===== src/rtl/uart_tx_buffered.sv =====
// Buffered UART transmitter: FIFO in front of a start/data/parity/stop serialiser.
// Frames run back to back while the FIFO holds data.
module uart_tx_buffered #(
  parameter int DATA_WIDTH   = 8,
  parameter int CLKS_PER_BIT = 16,
  parameter int FIFO_DEPTH   = 4,
  parameter int PARITY_EN    = 1
) (
  input  logic                          clk,
  input  logic                          n_rst,
  input  logic [DATA_WIDTH-1:0]         tx_data,
  input  logic                          tx_valid,
  output logic                          tx_ready,
  output logic                          tx,
  output logic                          tx_busy,
  output logic [$clog2(FIFO_DEPTH):0]   fifo_count,
  output logic                          ovf_err,
  input  logic                          err_clr
);

  localparam int AW = $clog2(FIFO_DEPTH);
  localparam int CW = AW + 1;
  localparam int TW = $clog2(CLKS_PER_BIT);
  localparam int BW = $clog2(DATA_WIDTH);

  typedef enum logic [2:0] {
    IDLE,
    START,
    DATA,
    PARITY,
    STOP
  } state_t;

  logic [DATA_WIDTH-1:0] mem [FIFO_DEPTH];
  logic [AW-1:0]         wr_ptr;
  logic [AW-1:0]         rd_ptr;
  logic [CW-1:0]         count;
  logic                  full;
  logic                  push;
  logic                  pop;
  logic [DATA_WIDTH-1:0] head;

  state_t                state, state_n;
  logic [TW-1:0]         tmr, tmr_n;
  logic [BW-1:0]         idx, idx_n;
  logic [DATA_WIDTH-1:0] sh, sh_n;
  logic                  par, par_n;
  logic                  tx_d;
  logic                  last;

  assign full       = (count == CW'(FIFO_DEPTH));
  assign push       = tx_valid & ~full;
  assign head       = mem[rd_ptr];
  assign tx_ready   = ~full;
  assign fifo_count = count;
  assign tx_busy    = (state != IDLE);
  assign last       = (tmr == TW'(CLKS_PER_BIT - 1));

  always_ff @(posedge clk) begin
    if (push) mem[wr_ptr] <= tx_data;
  end

  always_ff @(posedge clk or negedge n_rst) begin
    if (!n_rst) begin
      wr_ptr  <= '0;
      rd_ptr  <= '0;
      count   <= '0;
      ovf_err <= 1'b0;
    end else begin
      if (push) wr_ptr <= wr_ptr + 1'b1;
      if (pop)  rd_ptr <= rd_ptr + 1'b1;
      if (push && !pop)      count <= count + 1'b1;
      else if (!push && pop) count <= count - 1'b1;
      // a fresh overflow outranks a clear in the same cycle
      if (tx_valid && full) ovf_err <= 1'b1;
      else if (err_clr)     ovf_err <= 1'b0;
    end
  end

  always_ff @(posedge clk or negedge n_rst) begin
    if (!n_rst) begin
      state <= IDLE;
      tmr   <= '0;
      idx   <= '0;
      sh    <= '0;
      par   <= 1'b0;
      tx    <= 1'b1;
    end else begin
      state <= state_n;
      tmr   <= tmr_n;
      idx   <= idx_n;
      sh    <= sh_n;
      par   <= par_n;
      tx    <= tx_d;
    end
  end

  always_comb begin
    state_n = state;
    tmr_n   = tmr + 1'b1;
    idx_n   = idx;
    sh_n    = sh;
    par_n   = par;
    pop     = 1'b0;
    unique case (state)
      IDLE: begin
        tmr_n = '0;
        if (count != '0) begin
          pop     = 1'b1;
          state_n = START;
          sh_n    = head;
          par_n   = ^head;
        end
      end
      START: begin
        if (last) begin
          state_n = DATA;
          tmr_n   = '0;
          idx_n   = '0;
        end
      end
      DATA: begin
        if (last) begin
          tmr_n = '0;
          sh_n  = sh >> 1;
          idx_n = idx + 1'b1;
          if (idx == BW'(DATA_WIDTH - 1))
            state_n = (PARITY_EN != 0) ? PARITY : STOP;
        end
      end
      PARITY: begin
        if (last) begin
          state_n = STOP;
          tmr_n   = '0;
        end
      end
      STOP: begin
        if (last) begin
          tmr_n = '0;
          if (count != '0) begin
            pop     = 1'b1;
            state_n = START;
            sh_n    = head;
            par_n   = ^head;
          end else begin
            state_n = IDLE;
          end
        end
      end
      default: state_n = IDLE;
    endcase
  end

  // line level follows the next state so tx changes with the state itself
  always_comb begin
    tx_d = 1'b1;
    unique case (state_n)
      START:   tx_d = 1'b0;
      DATA:    tx_d = sh_n[0];
      PARITY:  tx_d = par_n;
      default: tx_d = 1'b1;
    endcase
  end

endmodule

===== config.mk =====
export PLATFORM = sky130hd
export DESIGN_NAME = uart_tx_buffered
export DESIGN_NICKNAME = d
export VERILOG_FILES = /design/src/rtl/uart_tx_buffered.sv
export SDC_FILE = /design/constraint.sdc
export NUM_CORES = 1
export LEC_CHECK = 0
export CAP_MARGIN = 10
export CORE_ASPECT_RATIO = 0.6
export CORE_MARGIN = 5
export CORE_UTILIZATION = 46
export DETAILED_ROUTE_END_ITERATION = 10
export DONT_BUFFER_PORTS = 1
export GPL_TIMING_DRIVEN = 0
export PLACE_DENSITY = 0.62
export SLEW_MARGIN = 20
export SYNTH_ARGS = -nofsm -noshare
export SYNTH_HDL_FRONTEND = slang
export SYNTH_SLANG_ARGS = --single-unit

===== constraint.sdc =====
create_clock -name clk -period 2.7 [get_ports clk]
set_clock_uncertainty 0.1 [all_clocks]
set_input_delay 0.675 -clock clk [delete_from_list [all_inputs] [get_ports clk]]
set_output_delay 0.675 -clock clk [all_outputs]
set_load 0.03 [all_outputs]

# Yosys cells after proc, flatten, opt, wreduce, memory -nomap -nowiden
# Memory sizes are Yosys's and may differ from the RTL's.
# Index checks and enable logic that the tools add are counted.
dict set report word_totals {
  inputBits 12
  ram_bits 32
  elab_cells 79
  romBits 0
  out_inout_bits 7
  n_memories 1
  latchBits 0
  register_bits 28
}
# name depth width read_ports rd_clocked_by_memory_dff wr line
set memory_table {}
lappend memory_table {mem 4 8 1 0 1 34} ;# logic [DATA_WIDTH-1:0] mem [FIFO_DEPTH];
dict set report op_classes {
  bitwise 2
  mul 0
  div 0
  n_reduce_logical 16
  n_shift 0
  order_cmp 0
  add_sub_neg 6
  eq_ne 13
  mux 30
}
# cell count
set ops {}
lappend ops {{3-bit two-way mux} 10}
lappend ops {{8-bit two-way mux} 3}
lappend ops {{8-bit case mux with 3 select lines} 1}
lappend ops {{3-bit case mux with 5 select lines} 1}
lappend ops {{3-bit by 2-bit equality test with 1-bit output (second input constant)} 4}
lappend ops {{3-bit equality test (second input constant)} 3}
lappend ops {{1-bit two-way mux} 9}
lappend ops {{3-bit nonzero test} 3}
lappend ops {{4-bit case mux with 2 select lines} 1}
lappend ops {{8-bit XOR reduction} 1}
lappend ops {{3-bit by 1-bit adder with 3-bit output (second input constant)} 2}
lappend ops {{3-bit by 1-bit equality test with 1-bit output (second input constant)} 2}
lappend ops {{2-bit != test (second input constant)} 3}
lappend ops {{3-bit case mux with 2 select lines} 1}
lappend ops {{3-bit AND reduction} 2}
lappend ops {{2-bit nonzero test} 3}
lappend ops {{2-bit by 1-bit adder with 2-bit output (second input constant)} 2}
lappend ops {{4-bit by 1-bit adder with 4-bit output (second input constant)} 1}
lappend ops {{4-bit equality test (second input constant)} 1}
lappend ops {{4-bit two-way mux} 1}
lappend ops {{1-bit case mux with 2 select lines} 2}
lappend ops {{4-bit OR reduction} 1}
lappend ops {{1-bit logical AND} 3}
lappend ops {{3-bit logical NOT} 1}
lappend ops {{other kinds (5)} 6}

# Longest topological paths before layout
# Gate-level depths: netlist of run 1.
dict set report logic_depth {
  ltp_word 7
  depth_mapped 12
  mapped_depth_nobuf 11
}

# Least setup slack after synthesis of run 1
# No wires, ideal clock.
dict set report synth_path {
  path_kind {register -> register}
  start {reg tmr[0]}
  end {reg count[1], in the netlist fifo_count[1]}
  setup_ns 0.125
  t_arrival_ns 2.340
  path_slack_ns 0.135
  required_time_ns 2.475
  stages_incl_launch_ff 11
  n_path_buf 1
  cell_sequence {dfrtp_1 ha_1 nand3_2 a211o_1 nor2_1 buf_2 inv_1 ha_1 inv_1 fa_1 mux2_2}
}
dict set report synth_via {
  elab_chain_cells 6
}
# element line
set synth_lines {}
lappend synth_lines {{start, declared} 44} ;# logic [TW-1:0] tmr, tmr_n;
lappend synth_lines {{start signal, assigned} 90} ;# tmr <= tmr_n;
lappend synth_lines {{4-bit equality test (*)} 57} ;# assign last = (tmr == TW'(CLKS_PER_BIT - 1));
lappend synth_lines {{1-bit two-way mux (*)} 138} ;# if (last) begin
lappend synth_lines {{1-bit case mux with 2 select lines (*)} 105} ;# unique case (state)
lappend synth_lines {{1-bit logical NOT} 72} ;# if (push && !pop) count <= count + 1'b1;
lappend synth_lines {{1-bit logical AND} 72}
lappend synth_lines {{3-bit two-way mux or 2-bit nonzero test (tied branches)} n/a}
lappend synth_lines {{end signal, assigned} 72}
lappend synth_lines {{end signal, assigned} 73} ;# else if (!push && pop) count <= count - 1'b1;
lappend synth_lines {{end, declared} 37} ;# logic [CW-1:0] count;
# Mark *: on every way between the ends. The rest lies on a longest branch, timed or not.
# A chain may end at the register's enable or synchronous reset.

# Worst setup path in the final report of run 1
dict set report layout_path {
  start {reg tmr[1]}
  end {reg count[1], in the netlist fifo_count[1]}
}
# Same word-level chain as after synthesis.

==> run_summary.xml, run 1 <==
<?xml version="1.0" encoding="UTF-8"?>
<metrics>
  <group name="routing">
    <metric name="avgViaCountPerCell" unit="">5.63</metric>
    <metric name="aggregate_routed_wire_length" unit="um">4890</metric>
    <metric name="dr.pass1.iters" unit="">4</metric>
    <metric name="drc_errors" unit="">0</metric>
    <metric name="antenna_violating_nets_post_route" unit="">0</metric>
    <metric name="via_count" unit="">1510</metric>
    <metric name="dr.first_iter.drc_count" unit="">83</metric>
    <metric name="avgRoutedWirePerCell" unit="um">18.2</metric>
  </group>
  <group name="placed_design">
    <metric name="globalplace.congestion" unit="">0.821</metric>
    <metric name="pre_cts_slack" unit="ns">-0.290</metric>
    <metric name="detailedPlacementHpwl" unit="um">3340</metric>
    <metric name="post_dp_cell_area" unit="um^2">2680</metric>
    <metric name="buffer_ports.inserted" unit="">0</metric>
  </group>
  <group name="clock_network">
    <metric name="ctsHtreeMaxLevel" unit="">3</metric>
    <metric name="max_root_sink_buffers" unit="">2</metric>
    <metric name="clk-insertion-delay-late" unit="ns">0.34</metric>
    <metric name="cts_tree" unit="">built</metric>
    <metric name="cts_buf_count" unit="">9</metric>
    <metric name="cts_sinks" unit="">60</metric>
    <metric name="clockRootBuffer" unit="">sky130_fd_sc_hd__clkbuf_8</metric>
    <metric name="cts_clock_pin_slew_for_the_worst_setup_and_hold_paths" unit="ns">0.07</metric>
  </group>
  <group name="timing">
    <metric name="timing_hold_violations_final" unit="">0</metric>
    <metric name="setup_violations_final" unit="">0</metric>
    <metric name="whs" unit="ns">0.0493</metric>
    <metric name="fmaxAchievable" unit="MHz">381</metric>
    <metric name="timing.final.crit_share" unit="">0.973</metric>
    <metric name="drv_slew" unit="">0</metric>
    <metric name="layout_min_cycle_time" unit="ns">2.63</metric>
    <metric name="timing.slew.headroom" unit="">0.527</metric>
    <metric name="layout_setup_ws" unit="ns">0.0741</metric>
    <metric name="worst_slew_pin_slew" unit="ns">0.708</metric>
  </group>
  <group name="pwr">
    <metric name="power.density" unit="nW/um^2">806</metric>
    <metric name="finalPower" unit="mW">2.40</metric>
    <metric name="peakVddDrop" unit="uV">417</metric>
    <metric name="static-leakage-power" unit="nW">1.19</metric>
  </group>
  <group name="critical_path">
    <metric name="crit_type" unit="">flip-flop to flip-flop</metric>
    <metric name="worst_r2r_startpoint" unit="">tmr[1]</metric>
    <metric name="timing.critical_path.required" unit="ns">2.82</metric>
    <metric name="critPathCaptureType" unit="">flip-flop</metric>
    <metric name="path_max_fanout" unit="">7</metric>
    <metric name="worstRegToRegCells" unit="">10</metric>
    <metric name="destination_of_the_worst_register_to_register_timing_path" unit="">fifo_count[1]</metric>
    <metric name="critical_path_arrival" unit="ns">2.75</metric>
    <metric name="timing.critical_path.from_type" unit="">flip-flop</metric>
    <metric name="regToRegSetupSlack" unit="ns">0.07</metric>
  </group>
  <group name="global_routing">
    <metric name="grt_overflow" unit="">0</metric>
    <metric name="grt_first_pass_wirelength" unit="um">7870</metric>
    <metric name="antenna_violations_before_repair" unit="">0</metric>
    <metric name="pin_count_of_the_biggest_net_entering_global_routing" unit="">28</metric>
    <metric name="track_usage" unit="">0.151</metric>
    <metric name="vias_in_the_first_global_route" unit="">1524</metric>
  </group>
  <group name="cells_and_area">
    <metric name="fill_cells" unit="">464</metric>
    <metric name="final_nets" unit="">215</metric>
    <metric name="syn2layout_area_growth" unit="%">15.1</metric>
    <metric name="share_of_final_layout_standard_cells_stronger_than_drive_strength_1" unit="">0.236</metric>
    <metric name="stdcell_area" unit="um^2">2980</metric>
    <metric name="multi_input_comb_area" unit="um^2">886</metric>
    <metric name="antenna-diode-count" unit="">0</metric>
    <metric name="seq_cell_area" unit="um^2">1670</metric>
    <metric name="final_core_util" unit="">0.540</metric>
  </group>
  <group name="logic_synthesis">
    <metric name="syn_inst" unit="">176</metric>
    <metric name="syn-num-nets" unit="">197</metric>
    <metric name="synth_enable_flop_cells" unit="">32</metric>
    <metric name="share_of_the_synthesized_area_in_the_top_cell_type" unit="">0.371</metric>
    <metric name="post_synthesis_sequential_element_count" unit="">60</metric>
    <metric name="synth_top_cells_by_area" unit="">sky130_fd_sc_hd__edfxtp_1, sky130_fd_sc_hd__dfrtp_1, sky130_fd_sc_hd__mux4_2, sky130_fd_sc_hd__ha_1, sky130_fd_sc_hd__xnor2_1</metric>
    <metric name="sequential_cell_area_fraction_in_the_yosys_report" unit="">0.642</metric>
    <metric name="synthDominantAreaCellType" unit="">sky130_fd_sc_hd__edfxtp_1</metric>
    <metric name="synth.most_common_cell" unit="">sky130_fd_sc_hd__edfxtp_1</metric>
    <metric name="syn_avg_cell_area" unit="um^2">14.7</metric>
    <metric name="synthDistinctLibCells" unit="">38</metric>
    <metric name="netlist_area" unit="um^2">2590</metric>
    <metric name="synth-async-reset-ratio" unit="">0.467</metric>
    <metric name="synth-main-ff-cell" unit="">sky130_fd_sc_hd__edfxtp_1</metric>
    <metric name="ys_warn_count" unit="">0</metric>
    <metric name="synthTopCellsByCount" unit="">sky130_fd_sc_hd__edfxtp_1, sky130_fd_sc_hd__dfrtp_1, sky130_fd_sc_hd__inv_1</metric>
  </group>
  <group name="floorplanning">
    <metric name="starting_density_of_the_core" unit="">0.469</metric>
    <metric name="placementRows" unit="">21</metric>
    <metric name="floorplan.core_area" unit="um^2">5520</metric>
    <metric name="vertical_die_dimension" unit="um">68.1</metric>
    <metric name="num_io_pins" unit="">19</metric>
    <metric name="chipWidth" unit="um">107</metric>
    <metric name="die-area" unit="um^2">7280</metric>
  </group>
  <group name="min_path">
    <metric name="hold_path_class" unit="">input pin to asynchronous set/reset pin</metric>
  </group>
  <group name="flow_run">
    <metric name="maxCapViolCount" unit="">0</metric>
  </group>
  <group name="outcome">
    <metric name="run_status" unit="">complete, no violations</metric>
  </group>
</metrics>
==> area by class of cell <==
type | count | share of cell area
plain buffers | 6 | 0.0134
clock buffers | 12 | 0.0554
clock inverters | 4 | 0.00755
inverters | 13 | 0.0164
multi-input cells | 97 | 0.297
flip-flops and latches | 60 | 0.559
well taps | 69 | 0.0290
repair buffers | 7 | 0.0218
==> worst max-delay path, cell delays in order, from the launching register on <==
cell	delay, ns
sky130_fd_sc_hd__dfrtp_1	0.40
sky130_fd_sc_hd__ha_4	0.18
sky130_fd_sc_hd__nand3_4	0.12
sky130_fd_sc_hd__a211o_1	0.37
sky130_fd_sc_hd__nor2_4	0.18
sky130_fd_sc_hd__buf_6	0.16
sky130_fd_sc_hd__inv_1	0.05
sky130_fd_sc_hd__ha_1	0.20
sky130_fd_sc_hd__inv_1	0.07
sky130_fd_sc_hd__fa_1	0.41
sky130_fd_sc_hd__mux2_2	0.26
==> metal layers <==
metal / vias to the layer above / share of wire / global-route usage
met2: 52 / 0.47 / 0.242
met4: 0 / 0.012 / 0.0510
met5: - / 0 / 0
li1: 691 / - / -
met3: 9 / 0.072 / 0.0660
met1: 758 / 0.45 / 0.185
==> where the power goes <==
part | leakage (nW) | internal, mW | total, mW | switching (mW)
clock network | 0.0982 | 0.403 | 0.743 | 0.341
logic | 0.460 | 0.166 | 0.387 | 0.221
registers | 0.633 | 1.12 | 1.27 | 0.151
total | 1.19 | 1.69 | 2.40 | 0.713
==> placed cells by master (no fill, tap or decap), types with 6 or more instances in the layout <==
master and instances:
sky130_fd_sc_hd__a222oi_1 6, sky130_fd_sc_hd__buf_4 6, sky130_fd_sc_hd__clkbuf_8 12, sky130_fd_sc_hd__dfrtp_1 23
sky130_fd_sc_hd__edfxtp_1 32, sky130_fd_sc_hd__ha_1 7, sky130_fd_sc_hd__inv_1 13, sky130_fd_sc_hd__mux4_2 8
sky130_fd_sc_hd__nand2_1 11, sky130_fd_sc_hd__nor2_1 7, sky130_fd_sc_hd__o21ai_0 6, sky130_fd_sc_hd__xnor2_1 10
sky130_fd_sc_hd__xor2_1 6
==> through the flow <==
stage | setup TNS (ns) | cells
after CTS | 0 | 262
after global routing | -0.0244 | 268
final | 0 | 268
after detailed placement | -0.459 | 245
after global placement | -0.207 | 245
after floorplan | 0 | 176
==> repair_timing <==
action | in CTS | in global routing
pin swaps | 1 | 4
hold buffers | 1 | 0
gates resized for setup | 7 | 7
endpoints found under the setup margin | 2 | 2
endpoints found under the hold margin | 27 | 0
gates cloned | 0 | 0
setup buffers | 0 | 6
==> state kept, by name, indices dropped and copies added, names as in the netlist <==
signal      flops
idx             3
state           3
mem            32
tx              1
tmr             4
wr_ptr          2
rd_ptr          2
ovf_err         1
fifo_count      3
par             1
sh              8
==> worst max-delay path by stage <==
stage / startpoint / end / slack (ns) / cells after the start
final: tmr[1] / fifo_count[1] / 0.07 / 10
after global routing: tmr[1] / fifo_count[1] / -0.02 / 10
after CTS: tmr[0] / fifo_count[1] / 0.01 / 10
after detailed placement: fifo_count[0] / fifo_count[1] / -0.29 / 9
after global placement: fifo_count[0] / fifo_count[1] / -0.16 / 9
after floorplan: tmr[0] / fifo_count[1] / 0.14 / 10
==> cells by family (layout without fill, tap and decap cells) <==
group | Yosys count | after routing | share of synthesized area
DFF | 60 | 60 | 0.642
and+or+nand+nor | 37 | 37 | 0.0749
AOI/OAI and AO/OA | 26 | 26 | 0.0768
buffers and inverters | 19 | 42 | 0.0319
xor gates and xnor gates | 16 | 16 | 0.0541
adders and majority gates | 9 | 9 | 0.0464
muxes | 9 | 9 | 0.0739
No activity file was read; power rests on OpenSTA's default activity.
==> run 2: changes to the inputs <==
--- a/config.mk
+++ b/config.mk
@@ -12,6 +12,7 @@
 export DETAILED_ROUTE_END_ITERATION = 10
 export DONT_BUFFER_PORTS = 1
 export GPL_TIMING_DRIVEN = 0
+export MAX_ROUTING_LAYER = met4
 export PLACE_DENSITY = 0.62
 export SLEW_MARGIN = 20
 export SYNTH_ARGS = -nofsm -noshare
==> run 2 against run 1 <==
  * Power is 0.21% lower
  * Critical endpoint unchanged
  * Fmax is 0.23% lower
  * Critical path depth stayed put
  * Clock power is 0.7% lower
  * Wire length hardly changed
  * Die area stayed put
  * Sequential share of layout area stayed put
  * Critical path type unchanged
  * Register-to-register slack hardly changed
  * Final cell count stayed put
  * Worst setup slack worse by 0.0061 ns
  * Flip-flop and latch count stayed put
==> run_summary.xml, run 2 (synthesized netlist as in run 1, its figures left out) <==
<?xml version="1.0" encoding="UTF-8"?>
<metrics>
  <group name="outcome">
    <metric name="run_status" unit="">complete, no violations</metric>
  </group>
  <group name="clock_network">
    <metric name="max_root_sink_buffers" unit="">2</metric>
    <metric name="cts_buf_count" unit="">9</metric>
    <metric name="ctsHtreeMaxLevel" unit="">3</metric>
    <metric name="cts_clock_pin_slew_for_the_worst_setup_and_hold_paths" unit="ns">0.07</metric>
    <metric name="cts_sinks" unit="">60</metric>
    <metric name="clockRootBuffer" unit="">sky130_fd_sc_hd__clkbuf_8</metric>
    <metric name="clk-insertion-delay-late" unit="ns">0.34</metric>
    <metric name="cts_tree" unit="">built</metric>
  </group>
  <group name="critical_path">
    <metric name="path_max_fanout" unit="">7</metric>
    <metric name="critPathCaptureType" unit="">flip-flop</metric>
    <metric name="cp_common_cell" unit="">sky130_fd_sc_hd__inv_1</metric>
    <metric name="path_buf_inv" unit="">3</metric>
    <metric name="destination_of_the_worst_register_to_register_timing_path" unit="">fifo_count[1]</metric>
    <metric name="cp_slowest_stage_delay" unit="ns">0.41</metric>
    <metric name="timing.critical_path.required" unit="ns">2.81</metric>
    <metric name="cp_top_family" unit="">adder cells</metric>
    <metric name="worstRegToRegCells" unit="">10</metric>
    <metric name="regToRegSetupSlack" unit="ns">0.07</metric>
    <metric name="cp_slowest_cell" unit="">sky130_fd_sc_hd__fa_1</metric>
    <metric name="critical_path_arrival" unit="ns">2.75</metric>
    <metric name="worst_r2r_startpoint" unit="">tmr[1]</metric>
    <metric name="timing.critical_path.from_type" unit="">flip-flop</metric>
    <metric name="path_cells" unit="">ha_4 -&gt; nand3_4 -&gt; a211o_1 -&gt; nor2_4 -&gt; buf_6 -&gt; inv_1 -&gt; ha_1 -&gt; inv_1 -&gt; fa_1 -&gt; mux2_2</metric>
    <metric name="crit_type" unit="">flip-flop to flip-flop</metric>
  </group>
  <group name="pwr">
    <metric name="power.density" unit="nW/um^2">804</metric>
    <metric name="peakVddDrop" unit="uV">416</metric>
    <metric name="static-leakage-power" unit="nW">1.19</metric>
  </group>
  <group name="min_path">
    <metric name="hold_path_class" unit="">input pin to asynchronous set/reset pin</metric>
  </group>
  <group name="cells_and_area">
    <metric name="finish.cell_count_without_fillers" unit="">268</metric>
    <metric name="largest_register_ffs" unit="">32</metric>
    <metric name="layout.cells.most_common_list" unit="">sky130_fd_sc_hd__edfxtp_1, sky130_fd_sc_hd__dfrtp_1, sky130_fd_sc_hd__inv_1</metric>
    <metric name="antenna-diode-count" unit="">0</metric>
    <metric name="final_core_util" unit="">0.540</metric>
    <metric name="share_of_final_layout_standard_cells_stronger_than_drive_strength_1" unit="">0.236</metric>
    <metric name="final_nets" unit="">215</metric>
    <metric name="fill_cells" unit="">464</metric>
    <metric name="syn2layout_area_growth" unit="%">15.1</metric>
    <metric name="largest_registers" unit="">mem (32), sh (8), tmr (4)</metric>
    <metric name="regMostFlops" unit="">mem</metric>
    <metric name="mostFrequentLayoutCell" unit="">sky130_fd_sc_hd__edfxtp_1</metric>
  </group>
  <group name="global_routing">
    <metric name="antenna_violations_before_repair" unit="">0</metric>
    <metric name="pin_count_of_the_biggest_net_entering_global_routing" unit="">28</metric>
    <metric name="vias_in_the_first_global_route" unit="">1519</metric>
    <metric name="grt_first_pass_wirelength" unit="um">7880</metric>
    <metric name="grt_overflow" unit="">0</metric>
    <metric name="track_usage" unit="">0.156</metric>
  </group>
  <group name="routing">
    <metric name="avgRoutedWirePerCell" unit="um">18.2</metric>
    <metric name="antenna_violating_nets_post_route" unit="">0</metric>
    <metric name="avgViaCountPerCell" unit="">5.63</metric>
    <metric name="drc_errors" unit="">0</metric>
    <metric name="aggregate_routed_wire_length" unit="um">4880</metric>
    <metric name="via_count" unit="">1508</metric>
    <metric name="dr.pass1.iters" unit="">4</metric>
    <metric name="dr.first_iter.drc_count" unit="">89</metric>
  </group>
  <group name="floorplanning">
    <metric name="num_io_pins" unit="">19</metric>
    <metric name="die-area" unit="um^2">7280</metric>
    <metric name="starting_density_of_the_core" unit="">0.469</metric>
    <metric name="vertical_die_dimension" unit="um">68.1</metric>
    <metric name="chipWidth" unit="um">107</metric>
    <metric name="placementRows" unit="">21</metric>
    <metric name="floorplan.core_area" unit="um^2">5520</metric>
  </group>
  <group name="placed_design">
    <metric name="globalplace.congestion" unit="">0.833</metric>
    <metric name="detailedPlacementHpwl" unit="um">3340</metric>
    <metric name="numPlacedInstances" unit="">245</metric>
    <metric name="pre_cts_slack" unit="ns">-0.290</metric>
    <metric name="buffer_ports.inserted" unit="">0</metric>
  </group>
  <group name="timing">
    <metric name="layout_setup_ws" unit="ns">0.0680</metric>
    <metric name="fmaxAchievable" unit="MHz">380</metric>
    <metric name="timing_hold_violations_final" unit="">0</metric>
    <metric name="timing.final.crit_share" unit="">0.975</metric>
    <metric name="layout_min_cycle_time" unit="ns">2.63</metric>
    <metric name="timing.slew.headroom" unit="">0.515</metric>
    <metric name="drv_slew" unit="">0</metric>
    <metric name="worst_slew_pin_slew" unit="ns">0.725</metric>
    <metric name="setup_violations_final" unit="">0</metric>
  </group>
  <group name="flow_run">
    <metric name="maxCapViolCount" unit="">0</metric>
  </group>
</metrics>
[run 2: report_power, final]
group | switching (mW) | internal [mW] | leakage [nW]
sequential | 0.151 | 1.12 | 0.633
clock | 0.335 | 0.403 | 0.0982
combinational | 0.221 | 0.165 | 0.460
total | 0.708 | 1.69 | 1.19
[run 2: worst max-delay path by stage]
stage,depth (start not counted),from,slack [ns],end
final,10,tmr[1],0.07,fifo_count[1]
after detailed placement,9,fifo_count[0],-0.29,fifo_count[1]
after CTS,10,tmr[0],0.01,fifo_count[1]
after global routing,10,tmr[1],-0.02,fifo_count[1]
after global placement,9,fifo_count[0],-0.16,fifo_count[1]
after floorplan,10,tmr[0],0.14,fifo_count[1]
[run 2: area by class of cell]
cell class              instances  area (um^2)  share of cell area
clock inverters                 4         22.5             0.00755
plain buffers                   6         40.0              0.0134
clock buffers                  12          165              0.0554
flip-flops and latches         60         1670               0.559
well taps                      69         86.3              0.0290
inverters                      13         48.8              0.0164
repair buffers                  7         65.1              0.0218
multi-input cells              97          886               0.297
[run 2: through the flow]
| step | total power [mW] | setup TNS, ns | hold WS [ns] | instance area [um^2] |
|---|---|---|---|---|
| global route | 2.52 | -0.0244 | 0.0360 | 2980 |
| CTS | 2.40 | 0 | 0.0472 | 2910 |
| global placement | 1.60 | -0.207 | 0.281 | 2680 |
| detailed placement | 1.64 | -0.459 | 0.281 | 2680 |
| finish | 2.40 | 0 | 0.0534 | 2980 |
| floorplan | 1.53 | 0 | 0.279 | 2590 |
[run 2: layer usage]
| layer | vias to the layer above | wire length (um) | track usage |
|---|---|---|---|
| li1 | 692 | - | - |
| met4 | 0 | 41 | 0.0510 |
| met2 | 49 | 2310 | 0.240 |
| met1 | 761 | 2190 | 0.190 |
| met3 | 6 | 343 | 0.0631 |
| met5 | - | 0 | - |
[run 2: repair_timing]
item                       4_1_cts  5_1_grt
resized for setup                7        7
setup endpoints to repair        2        2
buffers inserted                 0        6
hold buffers                     1        0
pin swaps                        1        4
hold endpoints to repair        27        0
==> run 3: changes to the inputs <==
--- a/config.mk
+++ b/config.mk
@@ -13,7 +13,7 @@
 export DONT_BUFFER_PORTS = 1
 export GPL_TIMING_DRIVEN = 0
 export MAX_ROUTING_LAYER = met4
-export PLACE_DENSITY = 0.62
+export PLACE_DENSITY = 0.6
 export SLEW_MARGIN = 20
 export SYNTH_ARGS = -nofsm -noshare
 export SYNTH_HDL_FRONTEND = slang
==> constraint.sdc (replaced) <==
create_clock -name clk -period 3.1 [get_ports clk]
set_clock_uncertainty 0.1 [all_clocks]
set_input_delay 0.775 -clock clk [delete_from_list [all_inputs] [get_ports clk]]
set_output_delay 0.775 -clock clk [all_outputs]
set_load 0.03 [all_outputs]
==> run 3 against run 2 <==
  * Combinational power is 18% lower
  * Final cell count is 1.9% lower
  * Wire length is 0.10% higher
  * Clock power is 3% higher
  * First-iteration DRC count is 46% higher
  * Largest power group unchanged
==> run_summary.xml, run 3 (synthesized netlist as in run 1, its figures left out) <==
<?xml version="1.0" encoding="UTF-8"?>
<metrics>
  <group name="routing">
    <metric name="antenna_violating_nets_post_route" unit="">0</metric>
    <metric name="avgRoutedWirePerCell" unit="um">18.6</metric>
    <metric name="via_count" unit="">1494</metric>
    <metric name="dr.first_iter.drc_count" unit="">130</metric>
    <metric name="aggregate_routed_wire_length" unit="um">4890</metric>
    <metric name="drc_errors" unit="">0</metric>
    <metric name="avgViaCountPerCell" unit="">5.68</metric>
    <metric name="dr.pass1.iters" unit="">5</metric>
  </group>
  <group name="cells_and_area">
    <metric name="finish.cell_count_without_fillers" unit="">263</metric>
    <metric name="mostFrequentLayoutCell" unit="">sky130_fd_sc_hd__edfxtp_1</metric>
    <metric name="antenna-diode-count" unit="">0</metric>
    <metric name="syn2layout_area_growth" unit="%">12.6</metric>
    <metric name="fill_cells" unit="">447</metric>
    <metric name="final_nets" unit="">210</metric>
    <metric name="regMostFlops" unit="">mem</metric>
    <metric name="final_core_util" unit="">0.529</metric>
    <metric name="largest_registers" unit="">mem (32), sh (8), tmr (4)</metric>
    <metric name="layout.cells.most_common_list" unit="">sky130_fd_sc_hd__edfxtp_1, sky130_fd_sc_hd__dfrtp_1, sky130_fd_sc_hd__inv_1</metric>
    <metric name="largest_register_ffs" unit="">32</metric>
    <metric name="share_of_final_layout_standard_cells_stronger_than_drive_strength_1" unit="">0.155</metric>
    <metric name="stdcell_area" unit="um^2">2920</metric>
  </group>
  <group name="critical_path">
    <metric name="timing.critical_path.required" unit="ns">3.22</metric>
    <metric name="critPathCaptureType" unit="">flip-flop</metric>
    <metric name="path_buf_inv" unit="">3</metric>
    <metric name="critical_path_arrival" unit="ns">3.03</metric>
    <metric name="cp_slowest_cell" unit="">sky130_fd_sc_hd__fa_1</metric>
    <metric name="path_max_fanout" unit="">10</metric>
    <metric name="cp_slowest_stage_delay" unit="ns">0.40</metric>
    <metric name="crit_type" unit="">flip-flop to flip-flop</metric>
    <metric name="timing.critical_path.from_type" unit="">flip-flop</metric>
    <metric name="path_cells" unit="">ha_1 -&gt; nand3_2 -&gt; a211o_1 -&gt; nor2_1 -&gt; clkbuf_4 -&gt; inv_1 -&gt; ha_1 -&gt; inv_1 -&gt; fa_1 -&gt; mux2_2</metric>
    <metric name="cp_top_family" unit="">adder cells</metric>
  </group>
  <group name="timing">
    <metric name="drv_slew" unit="">0</metric>
    <metric name="fmaxAchievable" unit="MHz">343</metric>
    <metric name="timing_hold_violations_final" unit="">0</metric>
    <metric name="rsz0062_at_grt" unit="">false</metric>
    <metric name="setup_violations_final" unit="">0</metric>
    <metric name="whs" unit="ns">0.0389</metric>
    <metric name="timing.slew.headroom" unit="">0.521</metric>
    <metric name="setup-tns-final" unit="ns">0</metric>
    <metric name="layout_setup_ws" unit="ns">0.186</metric>
    <metric name="timing.final.crit_share" unit="">0.940</metric>
    <metric name="layout_min_cycle_time" unit="ns">2.91</metric>
    <metric name="worst_slew_pin_slew" unit="ns">0.716</metric>
  </group>
  <group name="clock_network">
    <metric name="post_cts_setup_inserts" unit="">0</metric>
    <metric name="cts_buf_count" unit="">9</metric>
    <metric name="cts_tree" unit="">built</metric>
    <metric name="clockRootBuffer" unit="">sky130_fd_sc_hd__clkbuf_8</metric>
    <metric name="clk-insertion-delay-late" unit="ns">0.33</metric>
    <metric name="max_root_sink_buffers" unit="">2</metric>
    <metric name="cts_sinks" unit="">60</metric>
    <metric name="ctsHtreeMaxLevel" unit="">3</metric>
    <metric name="cts_clock_pin_slew_for_the_worst_setup_and_hold_paths" unit="ns">0.07</metric>
  </group>
  <group name="pwr">
    <metric name="peakVddDrop" unit="uV">500</metric>
    <metric name="power.density" unit="nW/um^2">742</metric>
    <metric name="static-leakage-power" unit="nW">1.17</metric>
    <metric name="finalPower" unit="mW">2.17</metric>
  </group>
  <group name="global_routing">
    <metric name="grt_overflow" unit="">0</metric>
    <metric name="pin_count_of_the_biggest_net_entering_global_routing" unit="">29</metric>
    <metric name="vias_in_the_first_global_route" unit="">1629</metric>
    <metric name="antenna_violations_before_repair" unit="">0</metric>
    <metric name="track_usage" unit="">0.162</metric>
    <metric name="grt_first_pass_wirelength" unit="um">8360</metric>
  </group>
  <group name="placed_design">
    <metric name="globalplace.congestion" unit="">0.776</metric>
    <metric name="detailedPlacementHpwl" unit="um">3340</metric>
    <metric name="post_dp_cell_area" unit="um^2">2680</metric>
    <metric name="buffer_ports.inserted" unit="">0</metric>
    <metric name="numPlacedInstances" unit="">245</metric>
    <metric name="pre_cts_slack" unit="ns">0.187</metric>
  </group>
  <group name="floorplanning">
    <metric name="starting_density_of_the_core" unit="">0.469</metric>
    <metric name="floorplan.core_area" unit="um^2">5520</metric>
    <metric name="num_io_pins" unit="">19</metric>
    <metric name="die-area" unit="um^2">7280</metric>
    <metric name="vertical_die_dimension" unit="um">68.1</metric>
    <metric name="placementRows" unit="">21</metric>
    <metric name="chipWidth" unit="um">107</metric>
  </group>
  <group name="outcome">
    <metric name="run_status" unit="">complete, no violations</metric>
  </group>
  <group name="min_path">
    <metric name="hold_path_class" unit="">input pin to asynchronous set/reset pin</metric>
  </group>
  <group name="flow_run">
    <metric name="maxCapViolCount" unit="">0</metric>
  </group>
</metrics>
run 3: cell types whose count changed in the layout (fill, tap and decap cells not counted), sizes merged:
cell and delta:
clkinv -2, clkbuf +1, buf -8, dlygate4sd3 +2
bufinv +2
run 3: final timing paths:
check | cells past startpoint | to | slack [ns] | from
worst max-delay path | 10 | fifo_count[1] | 0.19 | tmr[0]
worst min register to register | 1 | tmr[0] | 0.37 | tmr[0]
min in group clk | 1 | tmr[0] | 0.37 | tmr[0]
worst min-delay path | 0 | state[2] | 0.04 | n_rst
worst max register to register | 10 | fifo_count[1] | 0.19 | tmr[0]
max in group asynchronous | 1 | wr_ptr[0] | 1.93 | n_rst
run 3: report_power, final:
part / total [mW] / switching [mW] / internal, mW
clock network: 0.758 / 0.285 / 0.474
logic: 0.315 / 0.181 / 0.134
registers: 1.09 / 0.119 / 0.973
total: 2.17 / 0.585 / 1.58
run 3: area by class of cell:
class / count / area, um^2 / share of cell area
sequential: 60 / 1660 / 0.570
multi-input combinational: 97 / 845 / 0.290
clock buffer: 12 / 145 / 0.0498
tap: 69 / 86.3 / 0.0296
clock inverter: 4 / 72.6 / 0.0249
inverter: 13 / 48.8 / 0.0167
buffer: 6 / 36.3 / 0.0124
timing repair buffer: 2 / 20.0 / 0.00686
run 3: timing repair:
action	4_1_cts	5_1_grt
hold buffers	0	2
gates resized for setup	0	1
endpoints found under the hold margin	0	7
endpoints found under the setup margin	0	1
run 3: layer usage:
metal  track usage  wire length, um  part of all wire  vias to the layer above
met3        0.0716              296             0.061                        4
met4        0.0415               36            0.0074                        0
met5             -                0                 0                        -
li1              -                -                 -                      684
met2         0.252             2270              0.46                       37
met1         0.196             2280              0.47                      769
